File: src/rtl/macc_drain_if.sv
`default_nettype none
// ============================================================================
//  Module   : macc_drain_if
//  Purpose  : Row-streaming valid/ready bus from macc_drain to the writeback
//             path. One beat carries one FP16 row of the drained snapshot.
//  Signals  : valid  beat present (master -> slave)
//             ready  slave accepts beat (slave -> master)
//             row    AccCol FP16 words, element c in row[c]
//             idx    row index of the beat
//             last   beat is the final row of the drain
//  Revision : 1.0  initial release
// ============================================================================
interface macc_drain_if #(
  parameter int AccCol = 1,
  parameter int IdxW   = 1
);
  logic                   valid;
  logic                   ready;
  logic [AccCol-1:0][15:0] row;
  logic [IdxW-1:0]        idx;
  logic                   last;

  modport master (output valid, output row, output idx, output last, input ready);
  modport slave  (input valid, input row, input idx, input last, output ready);
endinterface
`default_nettype wire

File: src/rtl/macc_drain.sv
`default_nettype none
// ============================================================================
//  Module   : macc_drain
//  Purpose  : Read-side companion of the FP16 accumulator array. On a drain
//             request it snapshots the whole AccRow x AccCol accumulator and
//             clears the accumulator on the same edge, then streams the
//             snapshot one row per beat over a valid/ready bus.
//  Ports    : clk        clock, all state on posedge
//             rst_n      asynchronous active-low reset
//             start      drain request, only honoured while idle
//             accMM      live accumulator matrix, accMM[r][c] is FP16
//             acc_clear  clear to accumulator (combinational idle & start)
//             out        row stream (master side of macc_drain_if)
//             busy       high while streaming
//             done       one-cycle pulse after the last beat is accepted
//  Revision : 1.0  initial release
// ============================================================================
module macc_drain #(
  parameter int AccRow = 1,
  parameter int AccCol = 1
) (
  input  wire logic                               clk,
  input  wire logic                               rst_n,
  input  wire logic                               start,
  input  wire logic [AccRow-1:0][AccCol-1:0][15:0] accMM,
  output logic                                    acc_clear,
  macc_drain_if.master                            out,
  output logic                                    busy,
  output logic                                    done
);

  localparam int IdxW = (AccRow > 1) ? $clog2(AccRow) : 1;
  localparam logic [IdxW-1:0] LAST_IDX = IdxW'(AccRow - 1);

  typedef enum logic [0:0] {
    IDLE   = 1'b0,
    STREAM = 1'b1
  } state_t;

  state_t                               state, state_n;
  logic [IdxW-1:0]                      cnt, cnt_n;
  logic [AccRow-1:0][AccCol-1:0][15:0]  snap;
  logic                                 snap_load;
  logic                                 done_n;
  logic                                 is_last;
  logic [AccCol-1:0][15:0]              sel_row;

  assign is_last = (cnt == LAST_IDX);

  // Row select written as a compare-loop so the index width never has to
  // match the array depth exactly (AccRow need not be a power of two).
  always_comb begin
    sel_row = '0;
    for (int r = 0; r < AccRow; r++) begin
      if (cnt == IdxW'(r)) sel_row = snap[r];
    end
  end

  always_comb begin
    state_n   = state;
    cnt_n     = cnt;
    snap_load = 1'b0;
    done_n    = 1'b0;
    unique case (state)
      IDLE: begin
        if (start) begin
          state_n   = STREAM;
          cnt_n     = '0;
          snap_load = 1'b1;
        end
      end
      STREAM: begin
        if (out.ready) begin
          if (is_last) begin
            state_n = IDLE;
            done_n  = 1'b1;
          end else begin
            cnt_n = cnt + 1'b1;
          end
        end
      end
      default: state_n = IDLE;
    endcase
  end

  always_ff @(posedge clk or negedge rst_n) begin
    if (!rst_n) begin
      state <= IDLE;
      cnt   <= '0;
      snap  <= '0;
      done  <= 1'b0;
    end else begin
      state <= state_n;
      cnt   <= cnt_n;
      done  <= done_n;
      if (snap_load) snap <= accMM;
    end
  end

  // Clear is combinational so the accumulator drops its sum on exactly the
  // edge that captures it; gating with rst_n keeps it quiet during reset.
  assign acc_clear = rst_n && (state == IDLE) && start;

  assign busy      = (state == STREAM);
  assign out.valid = (state == STREAM);
  assign out.row   = (state == STREAM) ? sel_row : '0;
  assign out.idx   = (state == STREAM) ? cnt : '0;
  assign out.last  = (state == STREAM) && is_last;

endmodule
`default_nettype wire

File: src/flat_wrapper.sv
// flat-port wrapper written by rule: the top's interface ports become plain ports
module macc_drain_flat 
#(
  parameter int AccRow = 1,
  parameter int AccCol = 1
)
  (clk, rst_n, start, accMM, acc_clear, busy, done, out_valid, out_row, out_idx, out_last, out_ready);
  macc_drain_if #(.AccCol(AccCol), .IdxW(1)) out_i ();
  input  wire logic clk;
  input  wire logic rst_n;
  input  wire logic start;
  input  wire logic [AccRow-1:0][AccCol-1:0][15:0] accMM;
  output logic acc_clear;
  output logic busy;
  output logic done;
  output wire logic [$bits(out_i.valid)-1:0] out_valid;
  output wire logic [$bits(out_i.row)-1:0] out_row;
  output wire logic [$bits(out_i.idx)-1:0] out_idx;
  output wire logic [$bits(out_i.last)-1:0] out_last;
  input wire logic [$bits(out_i.ready)-1:0] out_ready;
  assign out_valid = out_i.valid;
  assign out_row = out_i.row;
  assign out_idx = out_i.idx;
  assign out_last = out_i.last;
  assign out_i.ready = out_ready;
  macc_drain #(.AccRow(AccRow), .AccCol(AccCol)) u_core (.clk(clk), .rst_n(rst_n), .start(start), .accMM(accMM), .acc_clear(acc_clear), .out(out_i), .busy(busy), .done(done));
endmodule
File: config.mk
export PLATFORM = sky130hd
export DESIGN_NAME = macc_drain_flat
export DESIGN_NICKNAME = d
export VERILOG_FILES = /design/src/rtl/macc_drain_if.sv /design/src/rtl/macc_drain.sv /design/src/flat_wrapper.sv
export SDC_FILE = /design/constraint.sdc
export NUM_CORES = 1
export LEC_CHECK = 0
export CAP_MARGIN = 20
export CORE_MARGIN = 5
export CORE_UTILIZATION = 37
export CTS_BUF_LIST = sky130_fd_sc_hd__clkbuf_8
export DETAILED_ROUTE_END_ITERATION = 10
export PLACE_DENSITY_LB_ADDON = 0.12
export SLEW_MARGIN = 30
export SYNTH_ARGS = -nofsm -noshare
export SYNTH_HDL_FRONTEND = slang
export SYNTH_SLANG_ARGS = --single-unit
File: constraint.sdc
create_clock -name clk -period 1.5 [get_ports clk]
set_clock_uncertainty 0.15 [all_clocks]
set_input_delay 0.225 -clock clk [delete_from_list [all_inputs] [get_ports clk]]
set_output_delay 0.225 -clock clk [all_outputs]
set_load 0.02 [all_outputs]
Yosys cells after proc, flatten, opt, wreduce, memory -nomap -nowiden
Index checks and enable logic that the tools add are counted.

Bits in registers: 19. Bits of input ports: 20. Output and inout bits: 22.

Add/subtract/negate cells: 1. Equal/unequal tests: 2. Multiplexer cells: 15. Bitwise operators: 2. Reductions and logical operators: 4.

Operators with widths (number): $mux 16 (2); $mux 1 (11); $ne 2x2->1 const B (2); $pmux 1 s2 (2); $logic_and 1x1->1 (3); $not 1->1 (2); $reduce_and 2->1 (1); $add 1x1->1 const B (1).

Longest topological paths before layout
Gate-level depths: netlist (run 1).

Depth in word-level cells: 4. Mapped depth: 4.

Least setup slack after synthesis (run 1)
OpenSTA, ideal clock, no wires.

Path kind: register to output. From: register u_core.state, in the netlist u_core.busy. To: output acc_clear. Arrival time: 1.143 ns. Data required time: 1.125 ns. Slack: -0.018 ns. Cell stages (with the launch flop): 5. Path buffers: 2. Cells stage by stage: dfrtp_1 nor2b_2 buf_6 buf_12 and2_2.

Longest elaborated chain between the ends: 3.

Ends and longest elaborated chain: start: declaration (line macc_drain.sv:40) `state_t state, state_n;`; start signal: assignment (line macc_drain.sv:93) `state <= state_n;`; $not 1->1 (line macc_drain.sv:102) `assign acc_clear = rst_n && (state == IDLE) && start;`; $logic_and 1x1->1 (2 in series) (line macc_drain.sv:102); end: declaration (line flat_wrapper.sv:13) `output logic acc_clear;`.

Every way passes these cells.

Worst setup path after layout (run 1)
From: register u_core.state, in the netlist u_core.busy. To: output out_row[1].

Longest elaborated chain between the ends: 1.

Ends and longest elaborated chain: $mux 16 (line macc_drain.sv:106) `assign out.row = (state == STREAM) ? sel_row : '0;`; end: declaration (line flat_wrapper.sv:17) `output wire logic [$bits(out_i.row)-1:0] out_row;`.

Every way passes these cells.

==> results.json, run 1 <==
{
  "hold_viol": 0,
  "dieWidth_microns": 58.38,
  "grt_pass1_vias": 614,
  "power_w": 0.001704,
  "antenna_cells": 0,
  "worst_slack_ns": -0.02292,
  "place_ws_ns": -0.4759,
  "wl_met3_microns": 116,
  "cts.hold.buffers_added": 0,
  "cp-start-kind": "register",
  "cp.required_ns": 1.12,
  "avgSynthCellArea_sq_um": 13.97,
  "ys_seq_elements": 18,
  "rrSetupSlack_ns": 0.08,
  "clkTransAtPathRegs_ns": 0.06,
  "yosysSeqAreaShare_pct": 52.02,
  "die_area_sq_mm": 0.003408,
  "portBuffers": 40,
  "fin_area_sq_mm": 0.001301,
  "drtIter0Drc": 3,
  "maxCapViolCount": 0,
  "synth_area_sq_um": 865.8,
  "final_cell_mix": "clkdlybuf4s50_1, dfrtp_1, buf_6",
  "numCtsBuffers": 3,
  "p_seq_share_pct": 39.0,
  "grt-ovfl-total": 0,
  "outcome": "complete, but fails checks",
  "globalplace.congestion": 0.6613,
  "synth.distinct_cells": 12,
  "insertion_delay_ns": 0.24,
  "power.switching_w": 0.0005141,
  "via_count": 581,
  "rows": 17,
  "area_growth_pct": 50.29,
  "syn-instance-count": 62,
  "core_area_sq_mm": 0.002233,
  "ys_warn_count": 0,
  "end_kind": "primary output",
  "min_period_ns": 1.523,
  "grt_first_pass_wirelength_microns": 2987,
  "h-tree-depth": 1,
  "grt_max_degree": 19,
  "firstDrtPassIters": 3,
  "ios": 42,
  "synthesis.nets": 82,
  "wl_met1_microns": 808,
  "fin_setup_tns_ns": -0.02292,
  "drc": 0,
  "cp_max_fo": 13,
  "synth.area.top_cells": "dfrtp_1, mux2_4, mux2_2, and2_2, and2_1",
  "post_drt_wl_per_cell_microns": 13.92,
  "clock.fmax_mhz": 656.6,
  "wirelength_microns": 1838,
  "power_frac_clock_pct": 19.4,
  "wl_met2_microns": 896,
  "viasPerCell": 4.402,
  "yosysTopAreaCell": "dfrtp_1",
  "dr.max_layer_used": "met4",
  "start_util_pct": 38.77,
  "ant_nets": 0,
  "rr_startpoint": "u_core.busy",
  "max-clock-path-buffers": 2,
  "switching_share_pct": 30.16,
  "reg2regPathDepth": 3,
  "setup.worst_path.start": "u_core.busy",
  "whs_path_depth": 3,
  "combPwrFrac_pct": 41.6,
  "dp_hpwl_microns": 1298,
  "p_per_area_mw_per_mm2": 1310,
  "rsz0062_at_grt": "yes",
  "p_int_w": 0.001190,
  "r2r_end": "u_core.snap[2]",
  "drive_above_1_share_pct": 50.96,
  "slew_viol_final": 0,
  "final_util_pct": 58.26,
  "fin_crit_sh_pct": 101.5,
  "root_buffer": "clkbuf_8",
  "violations": "setup timing",
  "grt_antenna_before_repair": 0,
  "synth_top_area_share_pct": 52.02,
  "track_usage_pct": 11.56,
  "cts_tree": "built",
  "setup-violations-final": 1,
  "place_area_sq_mm": 0.001275,
  "leakage_nw": 0.6223,
  "crit_path_end": "out_row[1]",
  "min_path_type": "in -> reg",
  "nNetsFinal": 125,
  "ir_drop_mv": 0.8363,
  "die_y_microns": 58.38,
  "clock_sinks": 18,
  "crit_arrival_ns": 1.15,
  "crit_type": "reg -> out",
  "layout_commonest_cell": "clkdlybuf4s50_1"
}
[synthesized netlist by cell type]
| cell | count |
|---|---|
| and2_2 | 9 |
| nor2b_2 | 1 |
| mux2_4 | 9 |
| nor2_1 | 2 |
| buf_4 | 3 |
| clkbuf_1 | 1 |
| conb_1 | 1 |
| buf_6 | 1 |
| mux2_2 | 7 |
| dfrtp_1 | 18 |
| and2_1 | 9 |
| buf_12 | 1 |
[power by group through the flow]
stage	clock (W)	sequential, W	combinational (W)
after CTS	0.000345	0.000661	0.000693
after detailed placement	0	0.000666	0.000734
after global placement	0	0.000662	0.000728
after floorplan	0	0.000665	0.000429
after global routing	0.000362	0.000679	0.000754
final	0.000330	0.000665	0.000709
[area by class of cell]
cell class	instances	area, sq um
fill	201	932.1
timing repair buffer	44	397.9
clock inverter	1	3.754
clock buffer	3	41.29
tap	28	35.03
sequential	18	451.7
multi-input combinational	38	371.6
[per-layer routing]
metal,up-vias,global-route usage [%]
li1,278,-
met1,281,13.67
met2,20,19.62
met3,2,2.412
met4,0,5.960
met5,-,0
[flip-flops by register name, summed over array words and instances (netlist names)]
name,count
u_core.snap,16
u_core.busy,1
u_core.done,1
[worst max-delay path, cell delays in order, from the launching register on]
cell and delay (ns):
dfrtp_2 0.44, buf_6 0.15, and2_2 0.16, buf_2 0.15
[metrics by stage]
step / hold slack (ns) / std cells
global placement: 0.3323 / 128
global route: 0.1293 / 132
floorplan: -0.2206 / 62
detailed placement: 0.3374 / 128
CTS: 0.2107 / 132
finish: 0.09641 / 132
[cells by family (layout without fill, tap and decap cells)]
kind of cell | after synthesis | in the layout | share of synthesized area [%]
buffers and inverters | 6 | 48 | 6.647
DFF | 18 | 18 | 52.02
and+or+nand+nor | 21 | 21 | 16.18
other | 1 | 1 | 0.4331
muxes | 16 | 16 | 24.71
[timing repair]
| action | 4_1_cts | 5_1_grt |
|---|---|---|
| endpoints found under the setup margin | 28 | 34 |
| buffers inserted | 0 | 0 |
| gates resized for setup | 91 | 14 |
| pin swaps | 0 | 1 |
[worst min path at each step]
stage | from | end | slack, ns
floorplan | rst_n | u_core.busy | -0.22
global placement | u_core.snap[15] | u_core.snap[15] | 0.33
detailed placement | u_core.snap[7] | u_core.snap[7] | 0.34
CTS | rst_n | u_core.snap[0] | 0.21
global route | start | u_core.busy | 0.13
finish | start | u_core.busy | 0.1
(Power assumes the default switching activity.)
==> run 2, diff against run 1 <==
- CAP_MARGIN: 20 -> 10
==> results of run 2 <==
Final layout, timing and power as in run 1 (identical DEF).
==> run 3, diff against run 2 <==
- PLACE_DENSITY: unset -> 0.77
- PLACE_DENSITY_LB_ADDON: 0.12 -> unset
==> run 3 against run 2 <==
Against the previous run:
- the run still ends with setup timing left
- via count up 2.6%
- die area unchanged
- largest power group unchanged
- sequential share of layout area shrank 0.65 points
- critical path type unchanged
- sequential cell count stayed put
- critical endpoint unchanged
- power grew 4.1%
==> results.json, run 3 (synthesis results as in run 1) <==
{
  "fin_area_sq_mm": 0.001326,
  "min_path_type": "in -> async",
  "dp_hpwl_microns": 1402,
  "drtIter0Drc": 8,
  "post_drt_wl_per_cell_microns": 13.93,
  "drc": 0,
  "crit_arrival_ns": 1.13,
  "die_area_sq_mm": 0.003408,
  "ant_nets": 0,
  "cts_tree": "built",
  "p_per_area_mw_per_mm2": 1338,
  "clock_sinks": 18,
  "fin_setup_tns_ns": -0.006659,
  "dieWidth_microns": 58.38,
  "firstDrtPassIters": 2,
  "start_util_pct": 38.77,
  "rsz0062_at_grt": "yes",
  "grt_max_degree": 19,
  "final_cell_mix": "clkdlybuf4s50_1, dfrtp_1, buf_6",
  "end_kind": "primary output",
  "rrSetupSlack_ns": 0.06,
  "wirelength_microns": 1853,
  "rows": 17,
  "grt-ovfl-total": 0,
  "crit_path_top_delay_cell": "dfrtp_2",
  "crit_type": "reg -> out",
  "power_w": 0.001775,
  "ios": 42,
  "grt_antenna_before_repair": 0,
  "post_cts_buffers": 0,
  "top_register": "u_core.snap",
  "via_count": 596,
  "portBuffers": 40,
  "maxCapViolCount": 0,
  "leakage_nw": 0.6188,
  "worst_slack_ns": -0.006659,
  "antenna_cells": 0,
  "cp.required_ns": 1.12,
  "setup.worst_path.start": "u_core.busy",
  "setup-violations-final": 1,
  "globalplace.congestion": 0.7156,
  "slew_viol_final": 0,
  "rr_startpoint": "u_core.busy",
  "nNetsFinal": 126,
  "crit_chain": "buf_6, and2_2, buf_2",
  "clock.fmax_mhz": 663.7,
  "cp_max_fo": 11,
  "outcome": "complete, but fails checks",
  "numCtsBuffers": 3,
  "die_y_microns": 58.38,
  "root_buffer": "clkbuf_8",
  "min_period_ns": 1.507,
  "max-clock-path-buffers": 2,
  "ir_drop_mv": 0.7184,
  "clkTransAtPathRegs_ns": 0.07,
  "area_growth_pct": 53.18,
  "insertion_delay_ns": 0.24,
  "violations": "setup timing",
  "h-tree-depth": 1,
  "viasPerCell": 4.481,
  "grt_pass1_vias": 633,
  "max_stage_delay_ns": 0.44,
  "layout_commonest_cell": "clkdlybuf4s50_1",
  "cp-start-kind": "register",
  "place_area_sq_mm": 0.001275,
  "cts.hold.buffers_added": 0,
  "core_area_sq_mm": 0.002233,
  "fin_crit_sh_pct": 100.4,
  "largest_reg_flops": 16,
  "drive_above_1_share_pct": 53.33,
  "grt_first_pass_wirelength_microns": 2939,
  "hold_viol": 0,
  "track_usage_pct": 11.23
}
## run 3: cell types whose count changed in the layout (fill, tap and decap cells not counted), sizes merged
cell and change:
buf +1, clkdlybuf4s15 +1, dlygate4sd2 +1, dlymetal6s2s -1
inv -1
## run 3: critical path: cells and delay by family (launching register included)
kind / cells / cell delay (ns)
AND/OR/NAND/NOR: 1 / 0.16
buffers and inverters: 2 / 0.30
flip-flops: 1 / 0.44
## run 3: timing repair
action / CTS / global route
hold endpoints to repair: 0 / 0
pin swaps: 0 / 1
cloned: 0 / 1
resized for setup: 81 / 27
setup endpoints to repair: 35 / 25
## run 3: area by class of cell
class | count | area (sq um)
Fill cell | 219 | 907.1
Sequential cell | 18 | 451.7
Timing Repair Buffer | 45 | 419.2
Multi-Input combinational cell | 38 | 365.4
Clock buffer | 4 | 55.05
Tap cell | 28 | 35.03
## run 3: report_power, final
part,switching [W],total (W),internal [W]
registers,0.0000608,0.000666,0.000605
clock network,0.000144,0.000377,0.000232
logic,0.000314,0.000732,0.000419
## run 3: per-layer routing
metal | track usage (%) | up-vias | wire length (microns)
met4 | 2.980 | 0 | 0
met1 | 15.03 | 284 | 778
met3 | 4.605 | 0 | 227
met5 | 0 | - | 0
li1 | - | 281 | -
met2 | 16.75 | 31 | 847
## run 3: path summary, 6_finish.rpt
path | cells past startpoint | to
min in group clk | 3 | u_core.busy
min reg2reg | 1 | u_core.snap[15]
max reg2reg | 3 | u_core.snap[4]
min | 2 | u_core.snap[4]
max | 3 | out_row[1]
max in group asynchronous | 2 | u_core.busy
## run 3: stage by stage
| stage | std cells | worst slack, ns | hold slack (ns) | util [%] |
|---|---|---|---|---|
| 2_1_floorplan | 62 | 0.03890 | -0.2206 | - |
| 3_3_place_gp | 128 | -0.4645 | 0.3322 | 57.09 |
| 3_5_place_dp | 128 | -0.4770 | 0.3362 | 57.09 |
| 4_1_cts | 132 | -0.03031 | 0.1872 | 56.19 |
| 5_1_grt | 133 | -0.05094 | 0.2210 | 59.38 |
| 6_report | 133 | -0.006659 | 0.1996 | 59.38 |
